<file path="config.mk">
export PLATFORM = sky130hd
export DESIGN_NAME = pool_writer_flat
export DESIGN_NICKNAME = d
export VERILOG_FILES = /design/src/rtl/pool_pkg.sv /design/src/rtl/pool_writer_if.sv /design/src/rtl/pool_line_buf.sv /design/src/rtl/pool_writer.sv /design/src/flat_wrapper.sv
export SDC_FILE = /design/constraint.sdc
export NUM_CORES = 1
export LEC_CHECK = 0
export CORE_MARGIN = 1
export CORE_UTILIZATION = 30
export DETAILED_ROUTE_END_ITERATION = 12
export GPL_ROUTABILITY_DRIVEN = 0
export GPL_TIMING_DRIVEN = 0
export PLACE_DENSITY = 0.51
export SYNTH_ARGS = -nofsm -noshare
export SYNTH_HDL_FRONTEND = slang
export SYNTH_SLANG_ARGS = --single-unit
</file>
<file path="constraint.sdc">
create_clock -name clock -period 4.6 [get_ports clock]
set_clock_uncertainty 0.05 [all_clocks]
set_input_delay 0.46 -clock clock [delete_from_list [all_inputs] [get_ports clock]]
set_output_delay 0.46 -clock clock [all_outputs]
set_load 0.01 [all_outputs]
</file>
<file path="src/rtl/pool_pkg.sv">
// Shared definitions for the pooled-feature writer.
// Mode and state encodings plus the lane compare helper.
package pool_pkg;

    localparam logic POOL_BYPASS = 1'b0;
    localparam logic POOL_MAX2   = 1'b1;

    localparam logic [0:0] ST_IDLE = 1'b0;
    localparam logic [0:0] ST_RUN  = 1'b1;

    // Widest sample a lane may carry through max2.
    localparam int MAXW = 64;

    // Max of two w-bit samples held zero-extended in MAXW bits.
    // Signed compare flips the sample MSB so one unsigned compare serves both.
    function automatic logic [MAXW-1:0] max2(
        input logic            sgn,
        input int              w,
        input logic [MAXW-1:0] a,
        input logic [MAXW-1:0] b
    );
        logic [MAXW-1:0] flip;
        logic [MAXW-1:0] ka;
        logic [MAXW-1:0] kb;
        flip = sgn ? (MAXW'(1) << (w - 1)) : '0;
        ka   = a ^ flip;
        kb   = b ^ flip;
        return (ka < kb) ? b : a;
    endfunction

endpackage

</file>
<file path="src/rtl/pool_writer_if.sv">
// Conv stream in, RAM port A/B out, for the pooled-feature writer.
// The writer uses the slave view; the producer side uses master.
interface pool_writer_if
    import pool_pkg::*;
#(
    parameter int DATA_WIDTH      = 16,
    parameter int NUM_CH          = 1,
    parameter int POOL_ADDR_WIDTH = 10
);

    logic                           conv_start;
    logic                           pool_mode;
    logic                           data_valid;
    logic [NUM_CH*DATA_WIDTH-1:0]   data_in;
    logic                           conv_done;

    logic                           busy;
    logic                           frame_done;
    logic [NUM_CH*DATA_WIDTH-1:0]   data_a;
    logic [NUM_CH*DATA_WIDTH-1:0]   data_b;
    logic [POOL_ADDR_WIDTH-1:0]     address_a_t;
    logic [POOL_ADDR_WIDTH-1:0]     address_b_t;
    logic                           wren_a;
    logic                           wren_b;
    logic                           rden_a;
    logic                           rden_b;

    modport master (
        output conv_start, pool_mode, data_valid, data_in, conv_done,
        input  busy, frame_done, data_a, data_b,
        input  address_a_t, address_b_t,
        input  wren_a, wren_b, rden_a, rden_b
    );

    modport slave (
        input  conv_start, pool_mode, data_valid, data_in, conv_done,
        output busy, frame_done, data_a, data_b,
        output address_a_t, address_b_t,
        output wren_a, wren_b, rden_a, rden_b
    );

endinterface

</file>
<file path="src/rtl/pool_line_buf.sv">
// Half-row line buffer holding horizontal maxima of even rows.
// One write port, one combinational read port.
module pool_line_buf
    import pool_pkg::*;
#(
    parameter int WIDTH = 16,
    parameter int DEPTH = 14,
    parameter int AW    = 4
) (
    input  logic             clock,
    input  logic             we,
    input  logic [AW-1:0]    waddr,
    input  logic [WIDTH-1:0] wdata,
    input  logic [AW-1:0]    raddr,
    output logic [WIDTH-1:0] rdata
);

    logic [WIDTH-1:0] mem_q [DEPTH];

    // Store an even-row pair maximum; contents survive across frames.
    always_ff @(posedge clock) begin
        if (we) begin
            mem_q[waddr] <= wdata;
        end
    end

    assign rdata = mem_q[raddr];

endmodule

</file>
<file path="src/rtl/pool_writer.sv">
// CNN layer output stage: bypass or 2x2 max pooling into RAM port A.
// Valid-driven, multi-channel, abortable; port B is tied off.
module pool_writer
    import pool_pkg::*;
#(
    parameter int DATA_WIDTH      = 16,
    parameter int NUM_CH          = 1,
    parameter int IMG_W           = 28,
    parameter int IMG_H           = 28,
    parameter int POOL_ADDR_WIDTH = 10,
    parameter int SIGNED          = 1
) (
    input logic          clock,
    input logic          reset,
    pool_writer_if.slave bus
);

    localparam int WW  = NUM_CH * DATA_WIDTH;
    localparam int CW  = (IMG_W > 1) ? $clog2(IMG_W) : 1;
    localparam int RW  = (IMG_H > 1) ? $clog2(IMG_H) : 1;
    localparam int LD  = (IMG_W / 2 > 0) ? IMG_W / 2 : 1;
    localparam int LW  = (LD > 1) ? $clog2(LD) : 1;
    localparam logic SGN = (SIGNED != 0);
    localparam int AWD = POOL_ADDR_WIDTH;

    logic [0:0]    state_q, state_d;
    logic          mode_q, mode_d;
    logic [CW-1:0] col_q, col_d;
    logic [RW-1:0] row_q, row_d;
    logic [AWD-1:0] addr_q, addr_d;
    logic [WW-1:0] h_q, h_d;

    logic          wren_a_q, wren_a_d;
    logic          frame_done_q, frame_done_d;
    logic [WW-1:0] data_a_q, data_a_d;
    logic [AWD-1:0] address_a_q, address_a_d;

    logic          lb_we;
    logic [LW-1:0] lb_idx;
    logic [WW-1:0] lb_rd;
    logic [WW-1:0] hs_max;
    logic [WW-1:0] pool_res;

    logic          last_col;
    logic          last_row;
    logic          emit;
    logic [WW-1:0] res;

    assign lb_idx   = LW'(col_q >> 1);
    assign last_col = (col_q == CW'(IMG_W - 1));
    assign last_row = (row_q == RW'(IMG_H - 1));

    pool_line_buf #(
        .WIDTH (WW),
        .DEPTH (LD),
        .AW    (LW)
    ) u_line_buf (
        .clock (clock),
        .we    (lb_we),
        .waddr (lb_idx),
        .wdata (hs_max),
        .raddr (lb_idx),
        .rdata (lb_rd)
    );

    for (genvar c = 0; c < NUM_CH; c++) begin : g_lane
        logic [DATA_WIDTH-1:0] s;
        logic [DATA_WIDTH-1:0] h;
        logic [DATA_WIDTH-1:0] l;
        logic [DATA_WIDTH-1:0] m;

        assign s = bus.data_in[c*DATA_WIDTH +: DATA_WIDTH];
        assign h = h_q[c*DATA_WIDTH +: DATA_WIDTH];
        assign l = lb_rd[c*DATA_WIDTH +: DATA_WIDTH];
        assign m = DATA_WIDTH'(max2(SGN, DATA_WIDTH,
                                    MAXW'(h), MAXW'(s)));

        assign hs_max[c*DATA_WIDTH +: DATA_WIDTH]   = m;
        assign pool_res[c*DATA_WIDTH +: DATA_WIDTH] =
            DATA_WIDTH'(max2(SGN, DATA_WIDTH, MAXW'(l), MAXW'(m)));
    end

    // Frame FSM, pixel counters, pooling steps and next output word.
    always_comb begin
        state_d      = state_q;
        mode_d       = mode_q;
        col_d        = col_q;
        row_d        = row_q;
        addr_d       = addr_q;
        h_d          = h_q;
        wren_a_d     = 1'b0;
        frame_done_d = 1'b0;
        data_a_d     = data_a_q;
        address_a_d  = address_a_q;
        lb_we        = 1'b0;
        emit         = 1'b0;
        res          = bus.data_in;

        if (bus.conv_done) begin
            // Abort wins over start and data, in either state.
            state_d = ST_IDLE;
        end else if (bus.conv_start) begin
            // Start, or restart a running frame dropping this sample.
            state_d = ST_RUN;
            mode_d  = bus.pool_mode;
            col_d   = '0;
            row_d   = '0;
            addr_d  = '0;
        end else if (state_q == ST_RUN && bus.data_valid) begin
            if (last_col) begin
                col_d = '0;
                row_d = last_row ? '0 : row_q + 1'b1;
            end else begin
                col_d = col_q + 1'b1;
            end
            if (last_col && last_row) begin
                state_d = ST_IDLE;
            end

            if (mode_q == POOL_BYPASS) begin
                emit = 1'b1;
            end else if (!col_q[0]) begin
                h_d = bus.data_in;
            end else if (!row_q[0]) begin
                lb_we = 1'b1;
            end else begin
                emit = 1'b1;
                res  = pool_res;
            end

            if (emit) begin
                wren_a_d     = 1'b1;
                data_a_d     = res;
                address_a_d  = addr_q;
                addr_d       = addr_q + 1'b1;
                frame_done_d = last_col && last_row;
            end
        end
    end

    // State and output register, synchronous reset.
    always_ff @(posedge clock) begin
        if (reset) begin
            state_q      <= ST_IDLE;
            mode_q       <= POOL_BYPASS;
            col_q        <= '0;
            row_q        <= '0;
            addr_q       <= '0;
            h_q          <= '0;
            wren_a_q     <= 1'b0;
            frame_done_q <= 1'b0;
            data_a_q     <= '0;
            address_a_q  <= '0;
        end else begin
            state_q      <= state_d;
            mode_q       <= mode_d;
            col_q        <= col_d;
            row_q        <= row_d;
            addr_q       <= addr_d;
            h_q          <= h_d;
            wren_a_q     <= wren_a_d;
            frame_done_q <= frame_done_d;
            data_a_q     <= data_a_d;
            address_a_q  <= address_a_d;
        end
    end

    assign bus.busy        = (state_q == ST_RUN);
    assign bus.frame_done  = frame_done_q;
    assign bus.wren_a      = wren_a_q;
    assign bus.data_a      = data_a_q;
    assign bus.address_a_t = address_a_q;
    assign bus.data_b      = '0;
    assign bus.address_b_t = '0;
    assign bus.wren_b      = 1'b0;
    assign bus.rden_a      = 1'b0;
    assign bus.rden_b      = 1'b0;

endmodule

</file>
<file path="src/flat_wrapper.sv">
// flat-port wrapper written by rule: the top's interface ports become plain ports
module pool_writer_flat import pool_pkg::*;
#(
    parameter int DATA_WIDTH      = 16,
    parameter int NUM_CH          = 1,
    parameter int IMG_W           = 28,
    parameter int IMG_H           = 28,
    parameter int POOL_ADDR_WIDTH = 10,
    parameter int SIGNED          = 1
)
  (clock, reset, bus_conv_start, bus_pool_mode, bus_data_valid, bus_data_in, bus_conv_done, bus_busy, bus_frame_done, bus_data_a, bus_data_b, bus_address_a_t, bus_address_b_t, bus_wren_a, bus_wren_b, bus_rden_a, bus_rden_b);
  pool_writer_if #(.DATA_WIDTH(DATA_WIDTH), .NUM_CH(NUM_CH), .POOL_ADDR_WIDTH(POOL_ADDR_WIDTH)) bus_i ();
  input logic clock;
  input logic reset;
  input wire logic [$bits(bus_i.conv_start)-1:0] bus_conv_start;
  input wire logic [$bits(bus_i.pool_mode)-1:0] bus_pool_mode;
  input wire logic [$bits(bus_i.data_valid)-1:0] bus_data_valid;
  input wire logic [$bits(bus_i.data_in)-1:0] bus_data_in;
  input wire logic [$bits(bus_i.conv_done)-1:0] bus_conv_done;
  output wire logic [$bits(bus_i.busy)-1:0] bus_busy;
  output wire logic [$bits(bus_i.frame_done)-1:0] bus_frame_done;
  output wire logic [$bits(bus_i.data_a)-1:0] bus_data_a;
  output wire logic [$bits(bus_i.data_b)-1:0] bus_data_b;
  output wire logic [$bits(bus_i.address_a_t)-1:0] bus_address_a_t;
  output wire logic [$bits(bus_i.address_b_t)-1:0] bus_address_b_t;
  output wire logic [$bits(bus_i.wren_a)-1:0] bus_wren_a;
  output wire logic [$bits(bus_i.wren_b)-1:0] bus_wren_b;
  output wire logic [$bits(bus_i.rden_a)-1:0] bus_rden_a;
  output wire logic [$bits(bus_i.rden_b)-1:0] bus_rden_b;
  assign bus_i.conv_start = bus_conv_start;
  assign bus_i.pool_mode = bus_pool_mode;
  assign bus_i.data_valid = bus_data_valid;
  assign bus_i.data_in = bus_data_in;
  assign bus_i.conv_done = bus_conv_done;
  assign bus_busy = bus_i.busy;
  assign bus_frame_done = bus_i.frame_done;
  assign bus_data_a = bus_i.data_a;
  assign bus_data_b = bus_i.data_b;
  assign bus_address_a_t = bus_i.address_a_t;
  assign bus_address_b_t = bus_i.address_b_t;
  assign bus_wren_a = bus_i.wren_a;
  assign bus_wren_b = bus_i.wren_b;
  assign bus_rden_a = bus_i.rden_a;
  assign bus_rden_b = bus_i.rden_b;
  pool_writer #(.DATA_WIDTH(DATA_WIDTH), .NUM_CH(NUM_CH), .IMG_W(IMG_W), .IMG_H(IMG_H), .POOL_ADDR_WIDTH(POOL_ADDR_WIDTH), .SIGNED(SIGNED)) u_core (.clock(clock), .reset(reset), .bus(bus_i));
endmodule
</file>
==> results of run 1 <==
## power by group through the flow
stage	registers [W]	clock network [W]	logic, W
finish	0.00286	0.00261	0.000211
global route	0.00286	0.00279	0.000231
CTS	0.00286	0.00268	0.000208
detailed placement	0.00292	0	0.000202
global placement	0.00292	0	0.000201
floorplan	0.00291	0	0.000131
## sequential cells by signal (all words and copies together) (netlist names), named ones only
register	cells
u_core.addr_q	10
u_core.mode_q	1
u_core.g_lane.h	16
u_core.u_line_buf.mem_q	224
u_core.bus.frame_done	1
u_core.bus.data_a	16
u_core.bus.address_a_t	10
u_core.row_q	5
u_core.bus.wren_a	1
u_core.col_q	5
u_core.bus.busy	1
## layout by cell type, fill, tap and decap left out, types with 23 or more instances in the layout
cell type / count
a21oi_1: 65
buf_4: 30
clkbuf_1: 34
clkbuf_16: 31
clkdlybuf4s50_1: 48
conb_1: 29
dfxtp_1: 70
edfxtp_1: 224
ha_1: 33
inv_1: 33
mux2_2: 23
mux4_2: 62
nand2_1: 37
nor2_1: 49
o21ai_0: 45
## cell families after synthesis
logic type | after synthesis | synth area share
buffers and inverters | 109 | 0.04345
XOR/XNOR | 5 | 0.003380
adder cells (fa/ha/maj) | 33 | 0.03186
AO/OA/AOI/OAI | 149 | 0.06526
other | 1 | 0.0002894
multiplexers | 116 | 0.1551
AND/OR/NAND/NOR | 192 | 0.07347
flip-flops | 294 | 0.6271
## tightest hold or removal path, delay by kind of cell
| family | cells | cell delay (ps) |
|---|---|---|
| AO/OA/AOI/OAI | 1 | 180 |
| buffers and inverters | 1 | 200 |
| AND/OR/NAND/NOR | 1 | 50 |
## metal layers
layer | track usage | up-vias | routed length [um]
met4 | 0.03473 | 0 | 438
met3 | 0.02245 | 35 | 1531
met2 | 0.2479 | 191 | 15430
met1 | 0.1991 | 3909 | 14580
li1 | - | 3632 | -
met5 | 0 | - | 0
## path summary, 6_finish.rpt
kind	startpoint	to	slack (ps)	cells after the start
setup reg to reg	register	u_core.bus.data_a[10]	170	14
setup / recovery	bus_data_in[10]	u_core.bus.data_a[10]	140	18
hold reg to reg	u_core.bus.address_a_t[2]	u_core.bus.address_a_t[2]	400	2
hold / removal	bus_conv_start	u_core.bus.busy	320	3
## final cells by class
cell class / instances / area [sq um]
fillers: 4012 / 26580
inverters: 33 / 123.9
clock buffers: 41 / 837.1
repair buffers: 66 / 765.7
clock inverters: 16 / 224.0
plain buffers: 76 / 459.2
multi-input cells: 524 / 4481
well taps: 577 / 721.9
flip-flops and latches: 294 / 8128
## metrics by stage
stage               setup TNS (ps)  std cells  total power (W)
global route                     0       1627         0.005876
finish                           0       1627         0.005682
detailed placement          -10330       1569         0.003118
floorplan                        0        927         0.003046
global placement            -50760       1552         0.003117
CTS                              0       1626         0.005743
## timing repair
item | CTS | global route
buffers inserted | 0 | 1
hold buffers | 0 | 0
resized for setup | 15 | 11
gates cloned | 0 | 0
endpoints found under the setup margin | 16 | 9
==> results.md, run 1 <==
- Seq/Total Area, Yosys: 0.6271
- Synth top area cells: edfxtp_1 (52%), dfxtp_1 (11%), mux4_2 (11%)
- Final setup fails: 0
- Cell Pwr Density: 361.0 mW/mm^2
- Clock sink count: around 300
- Nets: 1081
- Worst setup margin: around 140 ps
- Status: finished clean
- Clock Pin Slew Worst Setup and Hold Paths: 60 ps
- Initial DRC Count: about 580
- Part of the power in registers: 0.503
- Die height: 209.8 um
- Tcrit/Tclk final: 0.9694
- Final HPWL DP: 22.71 mm
- Max Cap Violations: 0
- Lkg Pwr: 5.412 nW
- Largest net degree at the start of global routing: 17
- CP Data Required Time: 5010 ps
- HP Class: input pin to register
- Crit path time final: 4459 ps
- Endpoints failing hold: 0
- Initial antenna violation count: 0
- Most used cell along the critical path: buf_6
- Num CTS Buffers: 31
- Synth warnings: 0
- Max FO, Critical Path: 10
- Vias/cell: 4.774
- Cell Chain, Critical Path: clkdlybuf4s50_1 > inv_1 > ha_1 > nand4_1 > a211oi_1 > or4_1 > buf_6 > buf_6 > mux2i_4 > ha_1 > and3_1 > a2111oi_1 > o31ai_1 > a21o_1 > a31o_1 > buf_6 > buf_12 > mux2_4
- WP buf/inv: 6
- Area delta synth->final: 21.45%
- Total GRT Usage: 0.1472
- Logic pwr share: 0.037
- Synthesized area per cell: 14.42 sq um
- Clk pwr share: 0.460
- Slowest-stage cell, CP: clkdlybuf4s50_1
- Min Hold Slack: 316.7 ps
- Core Util, Final: 0.3719
- Startpoint Class: input pin
- Delay-heaviest family, CP: buffers and inverters
- Cell taking the most area after synthesis: edfxtp_1
- Core footprint: 0.04232 sq mm
- DR vias: 7767
- Initial core utilization: 0.3062
- Worst stage delay on the critical path: 550 ps
- IO buf count: 48
- Slew @ Worst Pin: 907.0 ps
- Number of synthesized flops with an enable pin: 224
- DP Area: 0.01459 sq mm
- Critical Path Sink Type: register
- Peak VDD IR: 0.2666 mV
- Switch Pwr: between 0.001 and 0.0015 W
- Clock Tree Root: clkbuf_16
- Drt wl/cell: between 15 and 20 um
- TritonRoute pass-1 iters: 5
- Fin. max-slew vios: 0
- Most frequent cell after synthesis: edfxtp_1
- Max Clk Rate: 224.3 MHz
- Vias in the first global route: roughly 8000
- Synth cell count leaders: edfxtp_1 (224), dfxtp_1 (70), a21oi_1 (65)
- Depth of the CTS H-tree: 1
- Register bit total from synthesis: 294
- Kind of critical path: input pin to register
- Clock Latency Late Sink: ~590 ps
- Synth Cell Area: ~0.013 sq mm
- Synth unique cells: 58
- Fin area: 0.01574 sq mm
- Max_slew headroom: 0.3953
- I/O Pins: 80
- WL final: about 32 mm
- Layout cell share with drive strength beyond 1: 0.2181
- Internal: roughly 0.0045 W
- Syn Inst Count: 899
- Chip width: 209.8 um
- Worst endpoint data arrival time: 4870 ps
- Full die area: 0.04403 sq mm
- Inserted Diodes: 0
- Post-route DRC: 0
- ANT nets after route: 0
- RSZ-0062 raised after global routing: no
- First-pass GRT wire length: 48.64 mm
- Sw Share: 0.2082
- Largest buffer count on any clock path: 3
- Floorplan row count: 75
- Async S/R FF share, synth: 0
- Synth top area share: 0.5190
- Ys flop type: edfxtp_1
- Place WS: -726.5 ps
- Gr ovfl total: 0
- CTS tree: yes
Note: power is estimated with default switching activity, not from simulation.
==> run 2: changes to the inputs <==
--- a/config.mk
+++ b/config.mk
@@ -5,12 +5,14 @@
 export SDC_FILE = /design/constraint.sdc
 export NUM_CORES = 1
 export LEC_CHECK = 0
+export CELL_PAD_IN_SITES_DETAIL_PLACEMENT = 2
+export CELL_PAD_IN_SITES_GLOBAL_PLACEMENT = 2
 export CORE_MARGIN = 1
 export CORE_UTILIZATION = 30
 export DETAILED_ROUTE_END_ITERATION = 12
 export GPL_ROUTABILITY_DRIVEN = 0
 export GPL_TIMING_DRIVEN = 0
-export PLACE_DENSITY = 0.51
+export PLACE_DENSITY = 0.64
 export SYNTH_ARGS = -nofsm -noshare
 export SYNTH_HDL_FRONTEND = slang
 export SYNTH_SLANG_ARGS = --single-unit
==> results.md, run 2 (same netlist as run 1, synthesis figures left out) <==
- I/O Pins: 80 (unchanged)
- Slowest-stage cell, CP: clkdlybuf4s50_1
- Status: finished clean
- Die height: 209.8 um (unchanged)
- Total power: 0.005879 W (+3.5%)
- DR vias: 8125 (+4.6%)
- Layout cell share with drive strength beyond 1: 0.2306 (+0.01253)
- Final HPWL DP: 26.85 mm (+18%)
- Slew @ Worst Pin: 998.9 ps (+91.90 ps)
- Clock sink count: 294 (unchanged)
- Worst setup startpoint: bus_data_in[1]
- Most common cell after layout, fill and taps aside: edfxtp_1
- Floorplan row count: 75 (unchanged)
- Clock Pin Slew Worst Setup and Hold Paths: 60 ps (about the same)
- Vias/cell: 4.969 (+4.1%)
- Chip width: 209.8 um (unchanged)
- HP Class: input pin to register
- Lkg Pwr: 5.496 nW (+1.5%)
- Tcrit/Tclk final: 0.9726 (+0.003201)
- Largest net degree at the start of global routing: 17 (unchanged)
- Most frequent cells in the layout: edfxtp_1 (224), dfxtp_1 (70), a21oi_1 (65)
- Initial DRC Count: 436 (-25%)
- Initial core utilization: 0.3062 (unchanged)
- IO buf count: 48 (unchanged)
- Max_slew headroom: 0.3341 (-0.06127)
- Area delta synth->final: 22.80%
- Worst endpoint data arrival time: 4860 ps (about the same)
- Top reg by flops: u_core.u_line_buf.mem_q
- Post-route DRC: 0 (unchanged)
- Crit path time final: 4474 ps (+14.72 ps)
- Max Cap Violations: 0 (unchanged)
- Max FO, Critical Path: 10 (unchanged)
- First-pass GRT wire length: 56.66 mm (+16%)
- Max reg flops: 224 (unchanged)
- Initial antenna violation count: 0 (unchanged)
- TritonRoute pass-1 iters: 4 (-1)
- Fin. max-slew vios: 0 (unchanged)
- Placed insts: 1569 (unchanged)
- WL final: 37.78 mm (+18%)
- Startpoint Class: input pin
- Cell Pwr Density: 369.4 mW/mm^2 (+2.3%)
- Nets: 1091 (+0.93%)
- Inserted Diodes: 0 (unchanged)
- Total GRT Usage: 0.1753 (+0.02814)
- Clock Tree Root: clkbuf_16
- CP Data Required Time: 4980 ps (-30 ps)
- Endpoints failing hold: 0 (unchanged)
- Most used cell along the critical path: buf_6
- Drt wl/cell: 23.11 um (+18%)
- Hold Crit Start: bus_conv_start
- Largest buffer count on any clock path: 3 (unchanged)
- ANT nets after route: 0 (unchanged)
- Clock Latency Late Sink: 550 ps (-40 ps)
- CTS tree: yes
- Depth of the CTS H-tree: 2 (+1)
- Core footprint: 0.04232 sq mm (unchanged)
- RSZ-0062 raised after global routing: no
- Vias in the first global route: 8908 (+13%)
- Final setup fails: 0 (unchanged)
- Full die area: 0.04403 sq mm (unchanged)
- Peak VDD IR: 0.1831 mV (-31%)
- Kind of critical path: input pin to register
- Critical Path Sink Type: register
- Gr ovfl total: 0 (unchanged)
- Finished Layout Cells: 1635 (+0.49%)
- Worst stage delay on the critical path: 490 ps (-60 ps)
- Cell Chain, Critical Path: clkdlybuf4s50_1 > inv_1 > ha_1 > a2111oi_4 > nor4_1 > or4_1 > buf_6 > buf_8 > mux2i_4 > ha_4 > a21oi_1 > o21ai_1 > a41o_1 > and4_2 > a21o_1 > a31o_1 > buf_6 > buf_12 > mux2_4
- Num CTS Buffers: 35 (+13%)
- Max Clk Rate: 223.5 MHz (-0.33%)
-- run 2: per-stage QoR --
step	worst slack (ps)	hold WS (ps)	TNS [ps]	instance area [sq um]	util
finish	126.1	341.8	0	15920	0.3761
global route	2.844	362.7	0	15920	0.3761
CTS	46.84	314.6	0	15790	0.3731
detailed placement	-967.3	406.2	-14160	14560	0.3441
global placement	-1057	393.6	-58500	14270	0.3371
floorplan	492.0	387.0	0	13070	-
-- run 2: timing repair --
item	4_1_cts	5_1_grt
hold buffers	0	0
setup endpoints to repair	16	10
buffers inserted	1	6
hold endpoints to repair	0	0
gates cloned	0	0
pin swaps	0	1
gates resized for setup	22	19
-- run 2: area by class of cell --
class,count,area [sq um]
fill,4281,26410
sequential,294,8128
multi-input combinational,524,4569
clock buffer,44,919.6
timing repair buffer,72,790.8
tap,577,721.9
buffer,76,455.4
clock inverter,15,206.4
inverter,33,123.9
-- run 2: worst max-delay path, delay by kind of cell --
| family | cells | cell delay (ps) |
|---|---|---|
| compound gates | 6 | 1270 |
| buf+inv | 6 | 1220 |
| simple gates | 3 | 790 |
| fa+ha+maj | 2 | 580 |
| mux | 2 | 530 |
-- run 2: path summary, 6_finish.rpt --
path,end,slack (ps),cells past startpoint
hold reg to reg,u_core.bus.address_a_t[0],410,2
setup / recovery,u_core.bus.data_a[7],130,19
setup reg to reg,u_core.bus.data_a[7],220,14
hold / removal,u_core.bus.busy,340,3
-- run 2: per-layer routing --
| metal | track usage | part of all wire | vias to the layer above |
|---|---|---|---|
| li1 | - | - | 3655 |
| met1 | 0.2288 | 0.44 | 4220 |
| met2 | 0.2999 | 0.50 | 186 |
| met3 | 0.02589 | 0.038 | 64 |
| met4 | 0.05462 | 0.022 | 0 |
| met5 | 0 | 0 | - |
-- run 2: report_power, final --
part / switching (W) / leakage [nW] / internal (W)
clock network: 0.00114 / 0.547 / 0.00165
logic: 0.000140 / 2.34 / 0.0000894
registers: 0.00000437 / 2.61 / 0.00286
